`src/rtl/rot_word_aligner.sv`:
```
// rot_word_aligner: frame word aligner for the barrel-shift datapath.
//
// The aligner searches for the rotate-right amount that turns the received
// word stream into the programmable sync pattern. It then checks that the
// pattern repeats at the frame boundary, and locks once it has seen enough
// consecutive repeats. While locked, it emits rotate-corrected words and
// marks each frame's sync word with out_sof. The rotate is applied here,
// next to the control, so that both sit in one registered stage.
//
// Optional build macro ALIGN_ERR_CNT_EN adds a saturating 16-bit count of
// boundary sync misses seen while locked (port err_cnt). Only rst clears
// this count.
module rot_word_aligner #(
    parameter int WIDTH      = 8,
    parameter int FRAME_LEN  = 4,
    parameter int LOCK_CNT   = 3,
    parameter int UNLOCK_CNT = 2
) (
    input  logic                     clk,
    input  logic                     rst,
    input  logic                     in_vld,
    input  logic [WIDTH-1:0]         in_data,
    input  logic [WIDTH-1:0]         sync_pat,
    output logic                     out_vld,
    output logic [WIDTH-1:0]         out_data,
    output logic                     out_sof,
    output logic                     locked,
    output logic [$clog2(WIDTH)-1:0] rot
`ifdef ALIGN_ERR_CNT_EN
    ,
    output logic [15:0]              err_cnt
`endif
);

    localparam int RW  = $clog2(WIDTH);
    localparam int WCW = $clog2(FRAME_LEN);
    localparam int GCW = $clog2(LOCK_CNT + 1);
    localparam int MCW = $clog2(UNLOCK_CNT + 1);

    localparam logic [WCW-1:0] WC_LAST = WCW'(FRAME_LEN - 1);
    localparam logic [WCW-1:0] WC_ONE  = WCW'(1);
    localparam logic [GCW-1:0] GC_ONE  = GCW'(1);
    localparam logic [GCW-1:0] GC_LOCK = GCW'(LOCK_CNT);
    localparam logic [MCW-1:0] MC_ONE  = MCW'(1);
    localparam logic [MCW-1:0] MC_OUT  = MCW'(UNLOCK_CNT);

    typedef enum logic [1:0] {
        HUNT   = 2'd0,
        VERIFY = 2'd1,
        LOCK   = 2'd2
    } state_t;

    // rotr(x, r)[i] = x[(i + r) mod WIDTH]: shifting the doubled word right
    // and keeping the low half gives the wrapped indexing.
    function automatic logic [WIDTH-1:0] rotr(input logic [WIDTH-1:0] x,
                                              input logic [RW-1:0]    r);
        logic [2*WIDTH-1:0] dbl;
        dbl = {x, x} >> r;
        return dbl[WIDTH-1:0];
    endfunction

    state_t             state_q, state_d;
    logic [WCW-1:0]     word_cnt_q, word_cnt_d;
    logic [GCW-1:0]     good_cnt_q, good_cnt_d;
    logic [MCW-1:0]     miss_cnt_q, miss_cnt_d;
    logic [RW-1:0]      rot_q, rot_d;

    logic               out_vld_q;
    logic [WIDTH-1:0]   out_data_q;
    logic               out_sof_q;
    logic               locked_q;

    logic [WIDTH-1:0]   rot_data;
    logic               match;
    logic               boundary;
    logic [WCW-1:0]     word_cnt_inc;
    logic [GCW-1:0]     good_cnt_inc;
    logic [MCW-1:0]     miss_cnt_inc;

`ifdef ALIGN_ERR_CNT_EN
    logic [15:0]        err_cnt_q, err_cnt_d;
`endif

    assign rot_data     = rotr(in_data, rot_q);
    assign match        = (rot_data == sync_pat);
    assign boundary     = (word_cnt_q == '0);
    assign word_cnt_inc = (word_cnt_q == WC_LAST) ? '0 : word_cnt_q + WC_ONE;
    assign good_cnt_inc = good_cnt_q + GC_ONE;
    assign miss_cnt_inc = miss_cnt_q + MC_ONE;

    // Next-state logic for the hunt / verify / lock sequencer. Only
    // valid words advance anything.
    always_comb begin
        state_d    = state_q;
        word_cnt_d = word_cnt_q;
        good_cnt_d = good_cnt_q;
        miss_cnt_d = miss_cnt_q;
        rot_d      = rot_q;
`ifdef ALIGN_ERR_CNT_EN
        err_cnt_d  = err_cnt_q;
`endif
        if (in_vld) begin
            case (state_q)
                HUNT: begin
                    if (match) begin
                        // The matching word becomes word 0 of the frame.
                        state_d    = VERIFY;
                        good_cnt_d = GC_ONE;
                        word_cnt_d = WC_ONE;
                    end else begin
                        // Hold each rotation for a whole frame so that
                        // every word position is tried at that rotation.
                        word_cnt_d = word_cnt_inc;
                        if (word_cnt_q == WC_LAST) begin
                            rot_d = rot_q + 1'b1;
                        end
                    end
                end
                VERIFY: begin
                    word_cnt_d = word_cnt_inc;
                    if (boundary) begin
                        if (match) begin
                            good_cnt_d = good_cnt_inc;
                            if (good_cnt_inc == GC_LOCK) begin
                                state_d    = LOCK;
                                miss_cnt_d = '0;
                            end
                        end else begin
                            // A false candidate: move on to the next rotation.
                            state_d    = HUNT;
                            rot_d      = rot_q + 1'b1;
                            word_cnt_d = '0;
                            good_cnt_d = '0;
                        end
                    end
                end
                LOCK: begin
                    word_cnt_d = word_cnt_inc;
                    if (boundary) begin
                        if (match) begin
                            miss_cnt_d = '0;
                        end else begin
`ifdef ALIGN_ERR_CNT_EN
                            if (err_cnt_q != 16'hFFFF) begin
                                err_cnt_d = err_cnt_q + 16'd1;
                            end
`endif
                            miss_cnt_d = miss_cnt_inc;
                            if (miss_cnt_inc == MC_OUT) begin
                                // Keep rot: the link most likely slipped a
                                // word, not a bit, so the rotation stays valid.
                                state_d    = HUNT;
                                word_cnt_d = '0;
                                miss_cnt_d = '0;
                            end
                        end
                    end
                end
                default: begin
                    state_d    = HUNT;
                    word_cnt_d = '0;
                    good_cnt_d = '0;
                    miss_cnt_d = '0;
                end
            endcase
        end
    end

    // Control state register.
    always_ff @(posedge clk) begin
        if (rst) begin
            state_q    <= HUNT;
            word_cnt_q <= '0;
            good_cnt_q <= '0;
            miss_cnt_q <= '0;
            rot_q      <= '0;
        end else begin
            state_q    <= state_d;
            word_cnt_q <= word_cnt_d;
            good_cnt_q <= good_cnt_d;
            miss_cnt_q <= miss_cnt_d;
            rot_q      <= rot_d;
        end
    end

`ifdef ALIGN_ERR_CNT_EN
    // Saturating lock-miss counter; survives relock, cleared only by rst.
    always_ff @(posedge clk) begin
        if (rst) begin
            err_cnt_q <= '0;
        end else begin
            err_cnt_q <= err_cnt_d;
        end
    end

    assign err_cnt = err_cnt_q;
`endif

    // Output stage: uses the state before this word's transition. As a
    // result, the locking word is not emitted, and the unlocking word is.
    always_ff @(posedge clk) begin
        if (rst) begin
            out_vld_q  <= 1'b0;
            out_sof_q  <= 1'b0;
            out_data_q <= '0;
            locked_q   <= 1'b0;
        end else begin
            out_vld_q <= in_vld && (state_q == LOCK);
            out_sof_q <= in_vld && (state_q == LOCK) && boundary;
            if (in_vld) begin
                out_data_q <= rot_data;
            end
            locked_q <= (state_d == LOCK);
        end
    end

    assign out_vld  = out_vld_q;
    assign out_data = out_data_q;
    assign out_sof  = out_sof_q;
    assign locked   = locked_q;
    assign rot      = rot_q;

endmodule

```
`config.mk`:
```
export PLATFORM = sky130hd
export DESIGN_NAME = rot_word_aligner
export DESIGN_NICKNAME = d
export VERILOG_FILES = /design/src/rtl/rot_word_aligner.sv
export SDC_FILE = /design/constraint.sdc
export NUM_CORES = 1
export LEC_CHECK = 0
export ABC_AREA = 1
export BUFFER_PORTS_ARGS = -buffer_cell sky130_fd_sc_hd__buf_2
export CORE_UTILIZATION = 40
export CTS_CLUSTER_SIZE = 20
export DETAILED_ROUTE_END_ITERATION = 8
export SYNTH_ARGS = -nofsm -noshare
export SYNTH_HDL_FRONTEND = slang
export SYNTH_SLANG_ARGS = --single-unit
```
`constraint.sdc`:
```
create_clock -name clk -period 2.08 [get_ports clk]
set_input_delay 0.416 -clock clk [delete_from_list [all_inputs] [get_ports clk]]
set_output_delay 0.416 -clock clk [all_outputs]
set_load 0.05 [all_outputs]
```
# Word-level counts from Yosys, hierarchy flattened
# Index checks and enable logic that the tools add are counted.
# totals
ff_bits	22
latchBits	0
ram_bits	0
mem_bits_ro	0
output_inout_bits	14
mem_count	0
# classes
n_addsub	4
n_mul	0
div	0
order_cmp	0
n_eq_ne	15
n_shift	1
mux	33
n_bitwise	2
reduce_logical	8
# op_table
cell	count
2-bit 2-to-1 mux	24
2-bit one-hot mux with 3 select lines	4
2-bit inequality test, second input constant	8
16-bit by 3-bit right shift with 8-bit output	1
3-bit 2-to-1 mux	4
6-bit AND reduction	2
2-bit equality test, second input constant	5
8-bit equality test	1
2-bit by 1-bit adder with 2-bit output, second input constant	3
3-bit one-hot mux with 2 select lines	1
2-bit logical NOT	2
4-bit AND reduction	1
3-bit by 1-bit adder with 3-bit output, second input constant	1
2-bit by 1-bit equality test with 1-bit output, second input constant	1
1-bit logical AND	2
1-bit inverter	2
2-bit nonzero test	1

# Logic depth before layout (Yosys ltp)
# depth
word_depth	8
depth_mapped	19
depth_no_buf	18

# Worst setup path before layout
# OpenSTA, ideal clock, no wires.
# synth_timing
kind	register to register
from	register rot_q[0] (netlist: rot[0])
to	register locked_q (netlist: locked)
arrival_ns	1.948
required_time_ns	1.971
path_slack_ns	0.023
stages_incl_launch_ff	19
n_path_buf	1
path_cell_list	dfxtp_1 -> buf_6 -> inv_8 -> nand2_2 -> nand3_2 -> nand3_1 -> nand2_1 -> nand2_1 -> nand2_1 -> inv_2 -> nand2_2 -> nor2_4 -> nand3_2 -> nand2_2 -> nand2_1 -> nand2_1 -> o21ai_2 -> clkinv_1 -> nor2_2
# synth_via
elab_chain_len	7
word_cells_on_any_way	10
cone_classes	2 x eq/ne; 1 x shift; 7 x mux
# synth_lines
item	line_no	rtl
start: declaration	66	logic [RW-1:0] rot_q, rot_d;
start signal: assignment	182	rot_q <= rot_d;
16-bit by 3-bit right shift with 8-bit output (*)	58	dbl = {x, x} >> r;
8-bit equality test (*)	85	assign match = (rot_data == sync_pat);
2-bit 2-to-1 mux, on equally long branches	140, 122	
2-bit 2-to-1 mux, on equally long branches	139, 121	
2-bit one-hot mux with 3 select lines (*)	103	case (state_q)
2-bit 2-to-1 mux (*)	102	if (in_vld) begin
2-bit equality test (*)	213	locked_q <= (state_d == LOCK);
end signal: assignment	213	
end: declaration	71	logic locked_q;
# Mark *: on every way between the ends. The rest lies on a longest branch, timed or not.
# A chain may end at the register's enable or synchronous reset.

# Final worst setup path
# Same ends and word-level chain as after synthesis.

==> impl_table.tex <==
\begin{tabular}{lr}
\hline
Metric & Value \\
\hline
\multicolumn{2}{l}{\textbf{Power}} \\
Power density relative to cell area & 560 nW/um2 \\
Leak & 0.972 nW \\
Max IR drop VDD & 0.279 mV \\
\multicolumn{2}{l}{\textbf{Clock network}} \\
CTS resizes & 0 \\
Clock buffer depth & 2 \\
Hold-fix buffers, CTS & 0 \\
Clk pin slew, worst setup/hold paths & 0.08 ns \\
Clk root buf & sky130\_fd\_sc\_hd\_\_clkbuf\_8 \\
Clock tree from TritonCTS & built \\
Cts bufs inserted & 3 \\
Sink Count & 22 \\
Clk Latency, worst-skew pair & 0.26 ns \\
Depth of the CTS H-tree & 1 \\
Number of setup buffers added after CTS & 0 \\
\multicolumn{2}{l}{\textbf{Finish}} \\
Commonest cells after routing, fill and taps aside & sky130\_fd\_sc\_hd\_\_nand2\_1 (53), sky130\_fd\_sc\_hd\_\_nand3\_1 (36), sky130\_fd\_sc\_hd\_\_buf\_2 (32), sky130\_fd\_sc\_hd\_\_inv\_1 (26) \\
Diodes inserted & 0 \\
Final standard cell utilization of the core & 49.6\% \\
Layout area overhead & 15.8\% \\
Nets@finish & 304 \\
Most common library cell in the layout ignoring fill and taps & sky130\_fd\_sc\_hd\_\_nand2\_1 \\
Share of cells above drive strength 1 & 28.7\% \\
\multicolumn{2}{l}{\textbf{Global routing}} \\
Total track usage & 19.2\% \\
Number of global-route vias before repair & 1466 \\
Largest net degree at the start of global routing & 16 \\
First-pass GRT wire length & 6320 um \\
Initial antenna violation count & 0 \\
GR Overflow Total & 0 \\
\multicolumn{2}{l}{\textbf{Place}} \\
Setup slack at placement & 0.190 ns \\
Routability-driven placement congestion ratio & 0.921 \\
Number of input and output port buffers inserted & 32 \\
Post-DP HPWL & 2950 um \\
\multicolumn{2}{l}{\textbf{Floorplanning}} \\
Y dimension of the die & 65.3 um \\
Floorplan die area & 4260 um2 \\
Count of pins on the block boundary & 33 \\
Die Wd & 65.3 um \\
Effective utilization at floorplan & 42.8\% \\
Site Rows & 22 \\
Area of the core region & 3740 um2 \\
\multicolumn{2}{l}{\textbf{Outcome}} \\
Result of the run & completed \\
\multicolumn{2}{l}{\textbf{Timing}} \\
Highest attainable clock frequency & 525 MHz \\
Count of endpoints failing setup in the final report & 0 \\
Worst hold margin & 0.471 ns \\
Setup repair after global routing missed its margin & no \\
Final period demand of the worst path & 1.90 ns \\
Final slew viol count & 0 \\
Hold violation total from the final report & 0 \\
Worst relative slew slack & 74.7\% \\
Final setup TNS & 0 ns \\
Portion of the clock cycle consumed by the worst path in the final layout & 91.5\% \\
Transition time at the pin with the least slew margin & 0.379 ns \\
Worst Setup Slack, final & 0.176 ns \\
Worst clock skew & 0.00401 ns \\
\multicolumn{2}{l}{\textbf{Synth}} \\
Total nets after synthesis & 269 \\
Synth unique cells & 28 \\
Flip-flop and latch count after synthesis & 22 \\
Share of Yosys cell area claimed by the top area cell type & 27.5\% \\
Syn Std Cell Area & 1600 um2 \\
Sequential share of the synthesized area & 27.5\% \\
Post-synthesis average cell area & 6.52 um2 \\
Number of warnings issued by yosys & 0 \\
Cell taking the most area after synthesis & sky130\_fd\_sc\_hd\_\_dfxtp\_1 \\
Synth area leaders & sky130\_fd\_sc\_hd\_\_dfxtp\_1 (27\%), sky130\_fd\_sc\_hd\_\_nand2\_1 (12\%), sky130\_fd\_sc\_hd\_\_nand3\_1 (11\%) \\
Post-Syn Instances & 246 \\
\multicolumn{2}{l}{\textbf{Worst hold path}} \\
Worst hold path type & reg2reg \\
\multicolumn{2}{l}{\textbf{Routing}} \\
Routed wire length & 3600 um \\
Mean routed wirelength per cell & 11.0 um \\
Post-route DRC & 0 \\
Per-cell via count in the routed design & 4.91 \\
Number of routed nets with antenna violations & 0 \\
Number of vias in the routed layout & 1607 \\
Drt pass-1 iters & 4 \\
Initial DRC count & 64 \\
\multicolumn{2}{l}{\textbf{Worst setup path}} \\
Critical path endpoint category & flop \\
Data required time of the worst path & 2.25 ns \\
Arrival time at the worst endpoint & 2.07 ns \\
Critical path class & reg2reg \\
Nature of the critical path startpoint & flop \\
Max FO, Critical Path & 11 \\
Worst setup slack for register-to-register paths & 0.18 ns \\
\multicolumn{2}{l}{\textbf{Run}} \\
Maximum capacitance violations & 0 \\
\hline
\end{tabular}
-- registers in the layout, summed over array words and instances (netlist names) --
register / flops
good_cnt_q: 2
locked: 1
miss_cnt_q: 2
out_data: 8
out_sof: 1
out_vld: 1
rot: 3
state_q: 2
word_cnt_q: 2
-- synth_stat cells, drive strengths merged --
cell,n
o21ai,13
nand2,69
nand3,45
a21boi,1
inv,33
nor4,1
nor2,28
dfxtp,22
nand3b,6
a21oi,10
buf,4
o21a,1
clkbuf,3
nor3,3
clkinv,1
nand4,2
ha,4
-- final timing paths --
path,start,end,cells past startpoint
max reg2reg,rot[0],locked,17
min,miss_cnt_q[1],miss_cnt_q[1],2
min reg2reg,miss_cnt_q[1],miss_cnt_q[1],2
max,rot[0],locked,17
-- where the power goes --
group | switching, mW | internal (mW) | leakage (nW)
combinational | 0.217 | 0.100 | 0.771
clock | 0.139 | 0.129 | 0.0216
sequential | 0.0118 | 0.442 | 0.180
-- worst max-delay path, cell delays in order (launching register included) --
cell and delay, ns:
sky130_fd_sc_hd__dfxtp_1 0.30, sky130_fd_sc_hd__buf_4 0.17, sky130_fd_sc_hd__inv_8 0.10, sky130_fd_sc_hd__nand2_2 0.06, sky130_fd_sc_hd__nand3_1 0.08, sky130_fd_sc_hd__nand3_1 0.12
sky130_fd_sc_hd__nand2_1 0.12, sky130_fd_sc_hd__nand2_1 0.05, sky130_fd_sc_hd__nand2_1 0.09, sky130_fd_sc_hd__nand2_2 0.10, sky130_fd_sc_hd__nor2_4 0.16, sky130_fd_sc_hd__nand3_2 0.10
sky130_fd_sc_hd__nand2_2 0.08, sky130_fd_sc_hd__nand2_1 0.05, sky130_fd_sc_hd__nand2_1 0.07, sky130_fd_sc_hd__o21ai_2 0.06, sky130_fd_sc_hd__clkinv_1 0.06, sky130_fd_sc_hd__nor2_2 0.03
-- through the flow --
stage / power, mW / cell area [um2] / instances
2_1_floorplan: 0.706 / 1600 / 246
3_3_place_gp: 0.782 / 1810 / 324
3_5_place_dp: 0.782 / 1810 / 324
4_1_cts: 1.05 / 1860 / 327
5_1_grt: 1.11 / 1860 / 327
6_report: 1.04 / 1860 / 327
-- layer usage --
layer,up-vias,wire length (um),track usage (%)
met5,-,0,0
met4,0,27,4.89
met3,4,95,3.30
met2,27,1820,34.5
met1,718,1650,23.4
li1,858,-,-
-- cells by family after synthesis --
kind of cell             after synthesis  share of synthesized area [%]
AND/OR/NAND/NOR                      154                           49.5
buffers and inverters                 41                           11.3
AO/OA/AOI/OAI                         25                           8.59
flip-flops                            22                           27.5
adder cells (fa/ha/maj)                4                           3.12
-- final cells by class --
class                           count  area, um2
Tap cell                           48       60.1
Multi-Input combinational cell    183        981
Fill cell                         431       1890
Clock buffer                        3       41.3
Inverter                           34        135
Sequential cell                    22        440
Timing Repair Buffer               37        198
(Power assumes the default switching activity.)
